--- src/rtl/seven_seg_pkg.sv ---
// seven_seg_pkg: shared scan-state type, blank code and width helper for the seven-segment scanner
package seven_seg_pkg;
    typedef enum logic {BLANK, DRIVE} scan_state_e;
    localparam logic [3:0] BCD_BLANK = 4'hF;
    function automatic int cw(input int n);
        return (n < 2) ? 1 : $clog2(n);
    endfunction
endpackage

--- src/rtl/scan_prescaler.sv ---
// scan_prescaler: per-slot cycle counter with slot-start (wrap) and end-of-blanking strobes
module scan_prescaler
    import seven_seg_pkg::*;
#(
    parameter int REFRESH_DIV  = 50000,
    parameter int BLANK_CYCLES = 1000,
    localparam int CW = cw(REFRESH_DIV)
) (
    input  logic clk,
    input  logic rst_n,
    output logic first_o,
    output logic wrap_o,
    output logic blank_done_o
);
    logic [CW-1:0] cnt_q;
    logic          run_q;
    assign first_o      = !run_q;
    // the first clocked cycle out of reset also starts a slot so the scan opens at counter 0
    assign wrap_o       = !run_q || cnt_q == CW'(REFRESH_DIV - 1);
    assign blank_done_o = run_q && BLANK_CYCLES != 0 && cnt_q == CW'(BLANK_CYCLES - 1);
    always_ff @(posedge clk) begin
        if (!rst_n) begin
            cnt_q <= '0;
            run_q <= 1'b0;
        end else begin
            run_q <= 1'b1;
            cnt_q <= wrap_o ? '0 : cnt_q + 1'b1;
        end
    end
endmodule

--- src/rtl/seven_seg_scanner.sv ---
// seven_seg_scanner: multiplexed common-anode digit scanner with frame-aligned display updates
// SEVEN_SEG_LZ_SUPPRESS_EN compiles in leading-zero suppression.
module seven_seg_scanner
    import seven_seg_pkg::*;
#(
    parameter int NUM_DIGITS   = 4,
    parameter int REFRESH_DIV  = 50000,
    parameter int BLANK_CYCLES = 1000
) (
    input  logic                    clk,
    input  logic                    rst_n,
    input  logic [4*NUM_DIGITS-1:0] digits_in,
    input  logic                    load,
    output logic [3:0]              bcd,
    output logic [NUM_DIGITS-1:0]   an,
    output logic                    frame_start
);
    localparam int IW = cw(NUM_DIGITS);
    localparam int DW = 4 * NUM_DIGITS;

    if (NUM_DIGITS < 2 || NUM_DIGITS > 8) begin : g_bad_digits
        $error("NUM_DIGITS must be in 2..8");
    end
    if (REFRESH_DIV < 2) begin : g_bad_div
        $error("REFRESH_DIV must be at least 2");
    end
    if (BLANK_CYCLES < 0 || BLANK_CYCLES >= REFRESH_DIV) begin : g_bad_blank
        $error("BLANK_CYCLES must be in 0..REFRESH_DIV-1");
    end

    logic                  wrap, first, blank_done, boundary, sup;
    logic [IW-1:0]         idx_q, idx_d;
    logic [DW-1:0]         disp_q, disp_d, pend_q, pend_d;
    logic                  pending_valid_q, pending_valid_d;
    scan_state_e           state_q, state_d;
    logic [NUM_DIGITS-1:0] an_q;
    logic [3:0]            bcd_q;
    logic                  frame_start_q;

    scan_prescaler #(
        .REFRESH_DIV (REFRESH_DIV),
        .BLANK_CYCLES(BLANK_CYCLES)
    ) u_prescaler (
        .clk         (clk),
        .rst_n       (rst_n),
        .first_o     (first),
        .wrap_o      (wrap),
        .blank_done_o(blank_done)
    );

    always_comb begin
        idx_d           = !wrap ? idx_q : (first || idx_q == IW'(NUM_DIGITS - 1)) ? '0 : idx_q + 1'b1;
        boundary        = wrap && idx_d == '0;
        disp_d          = !boundary ? disp_q : load ? digits_in : pending_valid_q ? pend_q : disp_q;
        pend_d          = load ? digits_in : pend_q;
        pending_valid_d = !boundary && (load || pending_valid_q);
        state_d         = wrap ? (BLANK_CYCLES == 0 ? DRIVE : BLANK) : blank_done ? DRIVE : state_q;
        sup             = 1'b0;
`ifdef SEVEN_SEG_LZ_SUPPRESS_EN
        sup = idx_d != '0;
        for (int j = 0; j < NUM_DIGITS; j++)
            if (j >= int'(idx_d) && disp_d[4*j +: 4] != 4'h0) sup = 1'b0;
`endif
    end

    always_ff @(posedge clk) begin
        if (!rst_n) begin
            idx_q           <= '0;
            disp_q          <= '0;
            pend_q          <= '0;
            pending_valid_q <= 1'b0;
            state_q         <= BLANK;
            an_q            <= '1;
            bcd_q           <= BCD_BLANK;
            frame_start_q   <= 1'b0;
        end else begin
            idx_q           <= idx_d;
            disp_q          <= disp_d;
            pend_q          <= pend_d;
            pending_valid_q <= pending_valid_d;
            state_q         <= state_d;
            an_q            <= (state_d == DRIVE && !sup) ? ~(NUM_DIGITS'(1) << idx_d) : '1;
            bcd_q           <= !wrap ? bcd_q : sup ? BCD_BLANK : disp_d[4*idx_d +: 4];
            frame_start_q   <= boundary;
        end
    end

    assign an          = an_q;
    assign bcd         = bcd_q;
    assign frame_start = frame_start_q;
endmodule

--- config.mk ---
export PLATFORM = sky130hd
export DESIGN_NAME = seven_seg_scanner
export DESIGN_NICKNAME = d
export VERILOG_FILES = /design/src/rtl/seven_seg_pkg.sv /design/src/rtl/scan_prescaler.sv /design/src/rtl/seven_seg_scanner.sv
export SDC_FILE = /design/constraint.sdc
export NUM_CORES = 1
export LEC_CHECK = 0
export BUFFER_PORTS_ARGS = -buffer_cell sky130_fd_sc_hd__buf_2
export CORE_UTILIZATION = 60
export CTS_BUF_LIST = sky130_fd_sc_hd__clkbuf_4 sky130_fd_sc_hd__clkbuf_8 sky130_fd_sc_hd__clkbuf_16
export DETAILED_ROUTE_END_ITERATION = 10
export PLACE_DENSITY = 0.87
export SKIP_LAST_GASP = 1
export SYNTH_ARGS = -nofsm -noshare
export SYNTH_HDL_FRONTEND = slang
export SYNTH_SLANG_ARGS = --single-unit
--- constraint.sdc ---
create_clock -name clk -period 3.7 [get_ports clk]
set_input_delay 0.185 -clock clk [delete_from_list [all_inputs] [get_ports clk]]
set_output_delay 0.185 -clock clk [all_outputs]
set_load 0.05 [all_outputs]
==> flow_metrics.env <==
export IMPL_setup_viol=0
export IMPL_worstPathArrival_ns=2.70
export IMPL_worst_path_max_fanout=16
export IMPL_yosys_most_used_dff="dfxtp_1"
export IMPL_fin_tns_setup_ns=0
export IMPL_antenna_found_initial=0
export IMPL_multiInputGateArea_mm2=0.00153
export IMPL_vdd_drop_max_uv=283
export IMPL_hpwl_um=4320
export IMPL_dp_cells=397
export IMPL_setup_worst_path_start_class="flop"
export IMPL_power_switching_mw=0.361
export IMPL_fp_dieH_um=71.8
export IMPL_synth_area_leaders="dfxtp_1 42%, mux2i_1 5.8%, nor2_1 5.6%, a21oi_1 2.7%, o21ai_0 2.2%"
export IMPL_p_leak_nw=1.26
export IMPL_h_tree_depth=3
export IMPL_clock_sinks=62
export IMPL_swShare=0.255
export IMPL_start_util=0.623
export IMPL_die_area_mm2=0.00516
export IMPL_synthArstFlopShare=0
export IMPL_port_buffers=27
export IMPL_regArea_mm2=0.00124
export IMPL_report_final_slew_viol_count=0
export IMPL_synth_top_area_frac=0.424
export IMPL_critical_path_class="flop to flop"
export IMPL_ys_ff_latch=62
export IMPL_pwr_share_comb=0.100
export IMPL_post_cts_buffers=0
export IMPL_r2r_start="idx_q[0]"
export IMPL_worst_slew_pin_transition_ns=0.690
export IMPL_root_buffer="clkbuf_8"
export IMPL_p_total_mw=1.41
export IMPL_die_x_um=71.8
export IMPL_busiest_layer="met2"
export IMPL_coreArea_mm2=0.00469
export IMPL_holdWs_ns=0.0970
export IMPL_final_antenna_net_count=0
export IMPL_grt_max_degree=29
export IMPL_routed_wirelength_um=6460
export IMPL_placedInstanceArea_mm2=0.00306
export IMPL_period_needed_ns=2.50
export IMPL_p_int_mw=1.05
export IMPL_io_pins=28
export IMPL_worstSkewPairLatency_ns=0.34
export IMPL_crit_slowest_cell="ha_1"
export IMPL_power_share_sequential=0.506
export IMPL_finish_net_count=375
export IMPL_seq_area_frac_synth=0.424
export IMPL_layout_cells_non_filler=413
export IMPL_synth_edf_count=0
export IMPL_post_cts_resized_instances=0
export IMPL_path_cells="ha_1, nor2b_2, o211ai_4, o21ai_2, buf_4, o21ai_0, a22oi_1, nor2_1"
export IMPL_syn_area_mm2=0.00292
export IMPL_cp_required_ns=3.91
export IMPL_cts_hold_fix_buffers=0
export IMPL_syn_to_final_growth_pct=11.3
export IMPL_utilization=0.693
export IMPL_post_route_cell_area_mm2=0.00325
export IMPL_fmax_mhz=401
export IMPL_clock_skew_ns=0.00510
export IMPL_holdCritStartpoint="digits_in[13]"
export IMPL_first_pass_iters=5
export IMPL_maxCapViolations=0
export IMPL_layout_drive_gt1_share=0.167
export IMPL_crit_start="idx_q[0]"
export IMPL_grt_util_met3=0.0731
export IMPL_routedWlPerCell_um=15.6
export IMPL_synth_avg_cell_area_um2=8.86
export IMPL_p_per_area_mw_per_mm2=435
export IMPL_track_usage=0.261
export IMPL_vias_per_cell=6.23
export IMPL_power_frac_clock=0.394
export IMPL_hold_path_class="input port to flop"
export IMPL_drcViolationCount=0
export IMPL_synth_cell_types=60
export IMPL_hold_violations=0
export IMPL_met1_usage=0.334
export IMPL_place_congestion=0.946
export IMPL_critical_path_max_stage_delay_ns=0.43
export IMPL_synthCells=330
export IMPL_synth_nets=351
export IMPL_grt_overflow_total=0
export IMPL_n_antenna_cell=0
export IMPL_rsz0062_at_grt="false"
export IMPL_rows=25
export IMPL_finalCritPeriodShare=0.675
export IMPL_cts_buffers_inserted=9
export IMPL_grt_pass1_wl_um=10300
export IMPL_synth_top_area_cell="dfxtp_1"
export IMPL_outcome="completed"
export IMPL_slew_headroom=0.540
export IMPL_vias=2572
export IMPL_clkTransAtPathRegs_ns=0.07
export IMPL_fin_ws_ns=1.20
export IMPL_grt_pass1_vias=2287
export IMPL_setup_worst_path_end_class="flop"
export IMPL_grtUsageMet2=0.413
export IMPL_n_fill_cell=372
export IMPL_dp_slack_ns=1.25
export IMPL_tritoncts="built"
export IMPL_yosysWarnings=0
export IMPL_drtIter0Drc=195
export IMPL_max_clock_path_buffers=2
==> cell type report <==
class	count	area share
tap	54	0.0208
clock inverter	3	0.00538
inverter	15	0.0173
timing repair buffer	31	0.0508
clock buffer	13	0.0531
multi-input combinational	235	0.471
sequential	62	0.382
==> metal layers <==
layer,up-vias,wire length (µm)
met4,0,61
met1,1208,2910
met3,8,429
met2,116,3060
met5,-,0
li1,1240,-
==> registers in the layout, indices dropped and copies added, names as in the netlist, 2 cells and up <==
name / cells
pend_q: 16
idx_q: 2
bcd: 4
disp_q: 16
u_prescaler.cnt_q: 16
an: 4
==> cells in the final DEF (no fill, tap or decap), types with 5 or more instances in the layout <==
master | synthesis | layout
nand3_1 | 9 | 9
mux2i_1 | 17 | 17
a21oi_1 | 16 | 16
o21ai_0 | 13 | 13
nand2_1 | 17 | 17
dfxtp_1 | 62 | 62
or3_1 | 6 | 6
buf_2 | 6 | 27
xor2_1 | 5 | 5
inv_1 | 13 | 13
nor2b_1 | 5 | 5
xnor2_1 | 6 | 6
nor3_1 | 7 | 7
clkbuf_8 | 0 | 12
nor2_1 | 44 | 44
and3_1 | 8 | 8
==> logic make-up after synthesis <==
| family | after synthesis | share of synthesized area |
|---|---|---|
| buffers and inverters | 33 | 0.0513 |
| adder cells (fa/ha/maj) | 2 | 0.00856 |
| AO/OA/AOI/OAI | 80 | 0.200 |
| AND/OR/NAND/NOR | 125 | 0.224 |
| flip-flops | 62 | 0.424 |
| XOR/XNOR | 11 | 0.0329 |
| multiplexers | 17 | 0.0582 |
==> critical path: cells and delay by family (launching register included) <==
family | cells | cell delay, ns
AOI/OAI and AO/OA | 4 | 1.00
buffers and inverters | 1 | 0.29
adders and majority gates | 1 | 0.43
DFF | 1 | 0.35
and+or+nand+nor | 2 | 0.30
==> power groups by stage <==
stage / Combinational, mW / Sequential, mW / Clock, mW
final: 0.142 / 0.716 / 0.557
after global placement: 0.136 / 0.728 / 0
after CTS: 0.140 / 0.714 / 0.564
after floorplan: 0.0926 / 0.736 / 0
after detailed placement: 0.139 / 0.729 / 0
after global routing: 0.153 / 0.718 / 0.595
==> synth_stat cells, types with 3 or more instances <==
master	count
dfxtp_1	62
nor2_1	44
mux2i_1	17
nand2_1	17
a21oi_1	16
inv_1	13
o21ai_0	13
nand3_1	9
and3_1	8
clkbuf_1	7
nor3_1	7
buf_2	6
or3_1	6
xnor2_1	6
nor2b_1	5
xor2_1	5
a211oi_1	4
a221oi_1	4
a22o_1	4
a22oi_1	4
a32o_1	4
and2_1	4
nand3b_1	4
o221ai_1	4
o22ai_1	4
and4_1	3
buf_4	3
nand4_1	3
nor3b_1	3
==> final timing paths <==
check                              end  slack (ns)  depth (start not counted)
hold reg to reg   u_prescaler.cnt_q[0]        0.46                          1
setup reg to reg             disp_q[7]        1.20                          8
hold / removal              pend_q[13]         0.1                          3
setup / recovery             disp_q[7]        1.20                          8
Note: power is estimated with default switching activity, not from simulation.
